**config.mk**
```make
export PLATFORM = sky130hd
export DESIGN_NAME = resolution_text_writer_flat
export DESIGN_NICKNAME = d
export VERILOG_FILES = /design/src/rtl/resolution_text_writer_if.sv /design/src/rtl/resolution_text_writer.sv /design/src/flat_wrapper.sv
export SDC_FILE = /design/constraint.sdc
export NUM_CORES = 1
export LEC_CHECK = 0
export ABC_AREA = 1
export CAP_MARGIN = 20
export CORE_MARGIN = 2
export CORE_UTILIZATION = 43
export CTS_BUF_LIST = sky130_fd_sc_hd__clkbuf_4
export CTS_CLUSTER_DIAMETER = 80
export DETAILED_ROUTE_END_ITERATION = 10
export PLACE_DENSITY_LB_ADDON = 0.25
export SLEW_MARGIN = 5
export SYNTH_ARGS = -nofsm -noshare
export SYNTH_HDL_FRONTEND = slang
export SYNTH_SLANG_ARGS = --single-unit
```
**constraint.sdc**
```tcl
create_clock -name clock -period 6.6 [get_ports clock]
set_input_delay 1.32 -clock clock [delete_from_list [all_inputs] [get_ports clock]]
set_output_delay 1.32 -clock clock [all_outputs]
set_load 0.05 [all_outputs]
```
**src/rtl/resolution_text_writer_if.sv**
```systemverilog
// ROM read port and character RAM write port of the resolution text writer.
// master = writer side, slave = ROM/RAM side.
interface resolution_text_writer_if #(
    parameter int MODE_BITS  = 4,
    parameter int LINES      = 4,
    parameter int CHARS      = 16,
    parameter int CHAR_BITS  = 8,
    parameter int ADDR_WIDTH = 11
);
    logic [MODE_BITS-1:0]       rom_mode;
    logic [$clog2(LINES)-1:0]   rom_line;
    logic [CHARS*CHAR_BITS-1:0] rom_q;
    logic                       wr_en;
    logic                       wr_ready;
    logic [ADDR_WIDTH-1:0]      wr_addr;
    logic [CHAR_BITS-1:0]       wr_data;

    modport master (
        output rom_mode, rom_line, wr_en, wr_addr, wr_data,
        input  rom_q, wr_ready
    );

    modport slave (
        input  rom_mode, rom_line, wr_en, wr_addr, wr_data,
        output rom_q, wr_ready
    );
endinterface

```
**src/rtl/resolution_text_writer.sv**
```systemverilog
// Copies the per-mode resolution text from a registered ROM into the OSD
// character RAM, one char per accepted write, refreshing on mode change.
module resolution_text_writer #(
    parameter int MODE_BITS    = 4,
    parameter int LINES        = 4,
    parameter int CHARS        = 16,
    parameter int CHAR_BITS    = 8,
    parameter int ADDR_WIDTH   = 11,
    parameter int ROW_STRIDE   = 40,
    parameter int SKIP_BLANK   = 1,
    parameter int AUTO_REFRESH = 1
) (
    input  logic                  clock,
    input  logic                  reset,
    input  logic [MODE_BITS-1:0]  mode_id,
    input  logic                  start,
    input  logic [ADDR_WIDTH-1:0] base_addr,
    resolution_text_writer_if.master bus,
    output logic                  busy,
    output logic                  done
);
    localparam int LW = $clog2(LINES);
    localparam int CW = $clog2(CHARS);
    localparam int BW = CHARS * CHAR_BITS;

    localparam logic [2:0] S_IDLE    = 3'd0;
    localparam logic [2:0] S_ROM_REQ = 3'd1;
    localparam logic [2:0] S_LOAD    = 3'd2;
    localparam logic [2:0] S_EMIT    = 3'd3;
    localparam logic [2:0] S_DONE    = 3'd4;

    logic [2:0]            state_q, state_d;
    logic [MODE_BITS-1:0]  mode_q, mode_d;
    logic                  mode_valid_q, mode_valid_d;
    logic [LW-1:0]         line_q, line_d;
    logic [CW-1:0]         col_q, col_d;
    logic [BW-1:0]         buf_q, buf_d;
    logic [ADDR_WIDTH-1:0] base_q, base_d;
    logic [ADDR_WIDTH-1:0] line_base_q, line_base_d;
    logic [MODE_BITS-1:0]  rom_mode_q, rom_mode_d;
    logic [LW-1:0]         rom_line_q, rom_line_d;
    logic                  busy_q, busy_d;

    logic [CHAR_BITS-1:0]  cur_char;
    logic                  blank;
    logic                  emit;
    logic                  mode_chg;
    logic                  trigger;
    logic                  active;

    // Char 0 of a line sits in the MSBs; the buffer shifts left per char.
    always_comb begin
        cur_char = buf_q[BW-1 -: CHAR_BITS];
        blank    = (SKIP_BLANK != 0) && (cur_char == '0);
        emit     = (state_q == S_EMIT);
        mode_chg = (AUTO_REFRESH != 0) && (mode_id != mode_q);
        trigger  = start || ((AUTO_REFRESH != 0) && (!mode_valid_q || mode_chg));
        active   = (state_q == S_ROM_REQ) || (state_q == S_LOAD) || emit;
    end

    always_comb begin
        bus.wr_en    = emit && !blank;
        bus.wr_data  = emit ? cur_char : '0;
        bus.wr_addr  = emit ? line_base_q + ADDR_WIDTH'(col_q) : '0;
        bus.rom_mode = rom_mode_q;
        bus.rom_line = rom_line_q;
        busy         = busy_q;
        done         = (state_q == S_DONE);
    end

    always_comb begin
        state_d      = state_q;
        mode_d       = mode_q;
        mode_valid_d = mode_valid_q;
        line_d       = line_q;
        col_d        = col_q;
        buf_d        = buf_q;
        base_d       = base_q;
        line_base_d  = line_base_q;
        rom_mode_d   = rom_mode_q;
        rom_line_d   = rom_line_q;
        busy_d       = busy_q;

        unique case (state_q)
            S_IDLE: begin
                if (trigger) begin
                    mode_d       = mode_id;
                    mode_valid_d = 1'b1;
                    line_d       = '0;
                    col_d        = '0;
                    base_d       = base_addr;
                    line_base_d  = base_addr;
                    rom_mode_d   = mode_id;
                    rom_line_d   = '0;
                    busy_d       = 1'b1;
                    state_d      = S_ROM_REQ;
                end
            end
            // ROM address was set on entry; the read is in flight.
            S_ROM_REQ: state_d = S_LOAD;
            S_LOAD: begin
                buf_d   = bus.rom_q;
                col_d   = '0;
                state_d = S_EMIT;
            end
            S_EMIT: begin
                if (blank || bus.wr_ready) begin
                    buf_d = buf_q << CHAR_BITS;
                    col_d = col_q + CW'(1);
                    if (col_q == CW'(CHARS - 1)) begin
                        if (line_q == LW'(LINES - 1)) begin
                            state_d = S_DONE;
                        end else begin
                            line_d      = line_q + LW'(1);
                            rom_line_d  = line_q + LW'(1);
                            line_base_d = line_base_q + ADDR_WIDTH'(ROW_STRIDE);
                            state_d     = S_ROM_REQ;
                        end
                    end
                end
            end
            S_DONE: begin
                busy_d  = 1'b0;
                state_d = S_IDLE;
            end
            default: state_d = S_IDLE;
        endcase

        // A new mode mid-run restarts from line 0 without a done pulse.
        if (active && mode_chg) begin
            mode_d      = mode_id;
            line_d      = '0;
            col_d       = '0;
            line_base_d = base_q;
            rom_mode_d  = mode_id;
            rom_line_d  = '0;
            state_d     = S_ROM_REQ;
        end
    end

    always_ff @(posedge clock or posedge reset) begin
        if (reset) begin
            state_q      <= S_IDLE;
            mode_q       <= '0;
            mode_valid_q <= 1'b0;
            line_q       <= '0;
            col_q        <= '0;
            buf_q        <= '0;
            base_q       <= '0;
            line_base_q  <= '0;
            rom_mode_q   <= '0;
            rom_line_q   <= '0;
            busy_q       <= 1'b0;
        end else begin
            state_q      <= state_d;
            mode_q       <= mode_d;
            mode_valid_q <= mode_valid_d;
            line_q       <= line_d;
            col_q        <= col_d;
            buf_q        <= buf_d;
            base_q       <= base_d;
            line_base_q  <= line_base_d;
            rom_mode_q   <= rom_mode_d;
            rom_line_q   <= rom_line_d;
            busy_q       <= busy_d;
        end
    end
endmodule
```
**src/flat_wrapper.sv**
```systemverilog
// flat-port wrapper written by rule: the top's interface ports become plain ports
module resolution_text_writer_flat 
#(
    parameter int MODE_BITS    = 4,
    parameter int LINES        = 4,
    parameter int CHARS        = 16,
    parameter int CHAR_BITS    = 8,
    parameter int ADDR_WIDTH   = 11,
    parameter int ROW_STRIDE   = 40,
    parameter int SKIP_BLANK   = 1,
    parameter int AUTO_REFRESH = 1
)
  (clock, reset, mode_id, start, base_addr, busy, done, bus_rom_mode, bus_rom_line, bus_wr_en, bus_wr_addr, bus_wr_data, bus_rom_q, bus_wr_ready);
  resolution_text_writer_if #(.MODE_BITS(MODE_BITS), .LINES(LINES), .CHARS(CHARS), .CHAR_BITS(CHAR_BITS), .ADDR_WIDTH(ADDR_WIDTH)) bus_i ();
  input  logic clock;
  input  logic reset;
  input  logic [MODE_BITS-1:0] mode_id;
  input  logic start;
  input  logic [ADDR_WIDTH-1:0] base_addr;
  output logic busy;
  output logic done;
  output wire logic [$bits(bus_i.rom_mode)-1:0] bus_rom_mode;
  output wire logic [$bits(bus_i.rom_line)-1:0] bus_rom_line;
  output wire logic [$bits(bus_i.wr_en)-1:0] bus_wr_en;
  output wire logic [$bits(bus_i.wr_addr)-1:0] bus_wr_addr;
  output wire logic [$bits(bus_i.wr_data)-1:0] bus_wr_data;
  input wire logic [$bits(bus_i.rom_q)-1:0] bus_rom_q;
  input wire logic [$bits(bus_i.wr_ready)-1:0] bus_wr_ready;
  assign bus_rom_mode = bus_i.rom_mode;
  assign bus_rom_line = bus_i.rom_line;
  assign bus_wr_en = bus_i.wr_en;
  assign bus_wr_addr = bus_i.wr_addr;
  assign bus_wr_data = bus_i.wr_data;
  assign bus_i.rom_q = bus_rom_q;
  assign bus_i.wr_ready = bus_wr_ready;
  resolution_text_writer #(.MODE_BITS(MODE_BITS), .LINES(LINES), .CHARS(CHARS), .CHAR_BITS(CHAR_BITS), .ADDR_WIDTH(ADDR_WIDTH), .ROW_STRIDE(ROW_STRIDE), .SKIP_BLANK(SKIP_BLANK), .AUTO_REFRESH(AUTO_REFRESH)) u_core (.clock(clock), .reset(reset), .mode_id(mode_id), .start(start), .base_addr(base_addr), .bus(bus_i), .busy(busy), .done(done));
endmodule
```
After elaboration in Yosys (flattened, before gate mapping)
Index checks and enable logic that the tools add are counted.
{ "classes": {"n_addsub": 4, "n_mul": 0, "div": 0, "n_lt_le_gt_ge": 0, "eq_ne": 13, "shifts": 0, "muxes": 31, "n_bitwise": 0, "n_reduce_logical": 24} }
{ "op_table": {"columns": ["cell", "count"], "rows": [
  ["128-bit case mux with 2 select lines", 1],
  ["128-bit 2-to-1 mux", 1],
  ["11-bit 2-to-1 mux", 6],
  ["4-bit 2-to-1 mux", 6],
  ["11-bit case mux with 2 select lines", 1],
  ["3-bit 2-to-1 mux", 5],
  ["3-bit case mux with 4 select lines", 1],
  ["4-bit case mux with 3 select lines", 1],
  ["11-bit by 4-bit adder with 11-bit output", 1],
  ["11-bit by 6-bit adder with 11-bit output (second input constant)", 1],
  ["2-bit 2-to-1 mux", 5],
  ["3-bit inequality test (second input constant)", 3],
  ["8-bit logical NOT", 1],
  ["8-bit 2-to-1 mux", 1],
  ["2-bit AND reduction", 4],
  ["2-bit nonzero test", 4],
  ["3-bit by 2-bit == test with 1-bit output (second input constant)", 2],
  ["3-bit AND reduction", 2],
  ["1-bit logical OR", 5],
  ["5-bit AND reduction", 1],
  ["4-bit by 1-bit adder with 4-bit output (second input constant)", 1],
  ["4-bit == test (second input constant)", 1],
  ["4-bit inequality test", 1],
  ["2-bit case mux with 2 select lines", 1],
  ["other kinds (14)", 16]
]} }
{ "word_totals": {"regBits": 165, "latch_bits": 0, "mem_bits_rw": 0, "romBits": 0, "inputBits": 147, "out_inout_bits": 28, "elab_cells": 81, "n_memories": 0} }

Logic depth before layout (Yosys ltp)
{ "logic_depth": {"depth_word": 6, "ltp_mapped": 11, "mapped_depth_nobuf": 11} }

Least setup slack after synthesis
No wires, ideal clock.
{ "synth_path": {"path_type": "reg2out", "start": "register u_core.col_q[0]", "end": "output bus_wr_addr[10]", "t_arrival_ps": 2252, "required_ps": 5280, "path_slack_ps": 3028, "path_stages_with_launch": 12, "path_buffers": 0, "path_cell_list": "dfrtp_1 ha_1 fa_1 nand2_1 inv_1 o21ai_0 nand2_1 nand2_1 nor2_1 nand2_1 o21ai_0 nor2_1"} }
{ "synth_via": {"elab_chain_len": 2} }
{ "synth_lines": {"columns": ["element", "line_no", "source"], "rows": [
  ["start, declared", "resolution_text_writer.sv:36", "logic [CW-1:0] col_q, col_d;"],
  ["start signal, assigned", "resolution_text_writer.sv:159", "col_q <= col_d;"],
  ["11-bit by 4-bit adder with 11-bit output", "resolution_text_writer.sv:64", "bus.wr_addr = emit ? line_base_q + ADDR_WIDTH'(col_q) : '0;"],
  ["11-bit 2-to-1 mux", "resolution_text_writer.sv:64", null],
  ["end, declared", "flat_wrapper.sv:25", "output wire logic [$bits(bus_i.wr_addr)-1:0] bus_wr_addr;"]
]} }
Every way passes these cells.

Worst setup path after layout
Ends and elaborated chain as after synthesis.

==> run_results.csv <==
group,metric,value,unit
synth,syn_avg_cell_area,7.976,µm²
clocking,h-tree-depth,4,
synth,synth_xor_xnor_area_share,0.4132,%
clocking,hold_buffers,0,
die,rows,51,
routing,drt-met1-wl,9381,µm
place,gp_congestion,0.8008,
clocking,cts_tree,"yes",
timing,fin_skew,24.45,ps
timing,fin_crit,4606,ps
clocking,cts_resized,0,
synth,synth_area,8478,µm²
routing,wl_met3,990,µm
timing,setup_viol,0,
power,p_per_area,362.4,nW/µm²
global_routing,grtUsageTotal,20.87,%
routing,top_layer,"met4",
global_routing,antenna_found_initial,0,
routing,vias,7375,
final_layout,finalNetCount,1350,
routing,ant_nets,0,
routing,drc,0,
critical_path,end_kind,"output port",
clocking,cts-root-buf,"clkbuf_4",
synth,synth_adder_area_share,1.269,%
routing,drtIter0Drc,352,
final_layout,final_area,10660,µm²
min_path,hp-class,"flop to flop",
synth,synthSimpleGateAreaFrac,16.17,%
critical_path,critPathArrivalTime,3290,ps
place,dpl.cell_count,1441,
synth,ys_seq_area_share,48.70,%
flow_run,drv_cap,0,
timing,final_hold_viol_count,0,
global_routing,grt_max_degree,241,
critical_path,criticalPathCategory,"flop to output port",
synth,yosysUniqueCellTypes,29,
routing,dr.pass1.iters,5,
synth,syn-instance-count,1063,
clocking,cts.path.max_buffers,2,
timing,slew_viol_final,0,
place,dp_worst_setup_slack,2618,ps
power,leakage,4.626,nW
timing,fin_ws,1994,ps
routing,routed_wl,21000,µm
synth,synth_ff_type,"dfrtp_1",
die,start_util,43.70,%
clocking,clock_latency,570,ps
synth,yosysWarnings,0,
critical_path,crit_path_start_kind,"flop",
final_layout,area_growth,25.74,%
timing,rsz0062_at_grt,"no",
synth,synth_compound_area_share,22.33,%
routing,via_per_inst,5.007,
final_layout,final_cells,1473,
place,place_hpwl,14110,µm
die,die_w,144.4,µm
place,postPlaceCellArea,10330,µm²
synth,synth_top_family_by_area,"compound AO/OA/AOI/OAI gates",
clocking,post_cts_buffers,0,
critical_path,worstPathRequired,5280,ps
global_routing,grt_pass1_vias,7010,
synth,synth_mux_area_share,0,%
timing,fin_setup_tns,0,ps
timing,fmax,217.1,MHz
synth,synth-async-reset-ratio,100.0,%
timing,max_slew.worst_pin.slew,958.9,ps
clocking,clk_pin_slew,140,ps
synth,netlist.area_leader.share,48.70,%
synth,yosys-top-cells-area,"dfrtp_1, o211ai_1, nand2_1",
synth,synthesis.nets,1218,
die,die_y,144.4,µm
die,fp.coreArea,19400,µm²
final_layout,antennaDiodeCount,0,
global_routing,grt_pass1_wl,34100,µm
routing,wl_met2,10480,µm
synth,synth-edff-count,0,
clocking,clkSinkCount,165,
global_routing,grt-ovfl-total,0,
critical_path,cp_max_fo,5,
place,io_buffers,174,
clocking,numCtsBuffers,17,
die,ios,175,
run_status,status,"complete, no violations",
synth,ys_seq_elements,165,
timing,finalCritPeriodShare,69.78,%
final_layout,drive_gt1_share,4.305,%
die,die_area,20860,µm²
timing,slew-limit-headroom,36.07,%
synth,synth.largest_area_cell,"dfrtp_1",
routing,wire_per_inst,14.26,µm
power,ir_drop,0.0002030,V
-- through the flow --
stage | util [%] | hold slack (ps) | total power, mW
3_5_place_dp | 53.27 | 457.1 | 3.222
5_1_grt | 54.95 | 536.3 | 4.222
3_3_place_gp | 53.27 | 433.8 | 3.174
4_1_cts | 54.95 | 490.0 | 3.900
6_report | 54.95 | 485.1 | 3.863
2_1_floorplan | - | 421.9 | 2.791
-- flip-flops by register name, summed over array words and instances, names as in the netlist --
| signal | count |
|---|---|
| u_core.mode_q | 4 |
| u_core.col_q | 4 |
| u_core.state_q | 3 |
| u_core.base_q | 11 |
| u_core.line_q | 2 |
| u_core.line_base_q | 11 |
| u_core.busy | 1 |
| u_core.buf_q | 128 |
| u_core.mode_valid_q | 1 |
-- cell usage in the layout (no fill, tap or decap), types with 3 or more instances in the layout --
master / instances
inv_1: 169
bufinv_16: 3
o211ai_1: 120
o21ai_0: 151
nor2_1: 48
inv_2: 4
clkbuf_4: 18
inv_6: 5
nand2_1: 231
a21oi_1: 14
nand3_1: 45
o21ai_1: 12
clkdlybuf4s50_1: 174
xor2_1: 4
ha_1: 7
dfrtp_1: 165
clkinvlp_4: 4
o21bai_1: 11
-- power by group --
group | leakage, nW | internal, mW | switching, mW
clock | 0.161 | 0.277 | 0.392
combinational | 2.40 | 0.530 | 1.06
sequential | 2.07 | 1.44 | 0.160
-- per-layer routing --
metal  GRT usage, %  up-vias
li1               -     3753
met1          26.92     3474
met2          35.94      135
met3          4.470       13
met4          5.059        0
met5              0        -
-- path summary, 6_finish.rpt --
| kind | startpoint | to | slack [ps] | cells after the start |
|---|---|---|---|---|
| worst min-delay path | u_core.mode_valid_q | u_core.mode_valid_q | 490 | 2 |
| worst max-delay path | u_core.col_q[0] | bus_wr_addr[10] | 1990 | 12 |
| worst max register to register | u_core.state_q[2] | u_core.buf_q[56] | 3450 | 8 |
| worst min register to register | u_core.mode_valid_q | u_core.mode_valid_q | 490 | 2 |
| min in group asynchronous | reset | u_core.buf_q[112] | 1290 | 2 |
| max in group asynchronous | reset | u_core.buf_q[100] | 4230 | 3 |
-- layout make-up --
type,count,area [µm²]
Fill cell,1910,8738
Timing Repair Buffer,178,1797
Clock buffer,18,135.1
Multi-Input combinational cell,658,3415
Sequential cell,165,4129
Inverter,175,661.9
Tap cell,265,331.6
Clock inverter,14,191.4
-- Yosys cell counts (2+ instances only) --
cell	number
o21ai_2	2
buf_1	8
nand3_1	45
xor2_1	4
a21oi_1	14
nand2_2	2
or2_2	2
buf_2	21
o21ai_1	12
buf_4	2
nand2_4	2
o21bai_1	11
nand4_1	2
o21ai_0	151
ha_1	7
inv_1	170
o211ai_1	120
clkbuf_1	33
nor2_1	48
nand2_1	231
inv_2	4
dfrtp_1	165
-- kinds of logic after synthesis --
group	Yosys count
xor+xnor	4
buf+inv	240
fa+ha+maj	8
simple gates	335
compound gates	311
flops	165
-- worst max-delay path, stage by stage, from the launching register on --
cell	delay (ps)
dfrtp_1	440
ha_1	240
fa_1	390
nand2_1	80
inv_1	40
o21ai_0	240
nand2_1	110
nand2_1	90
nor2_1	70
nand2_1	60
o21ai_0	60
nor2_1	110
clkdlybuf4s50_1	800
No activity file was read; power rests on OpenSTA's default activity.
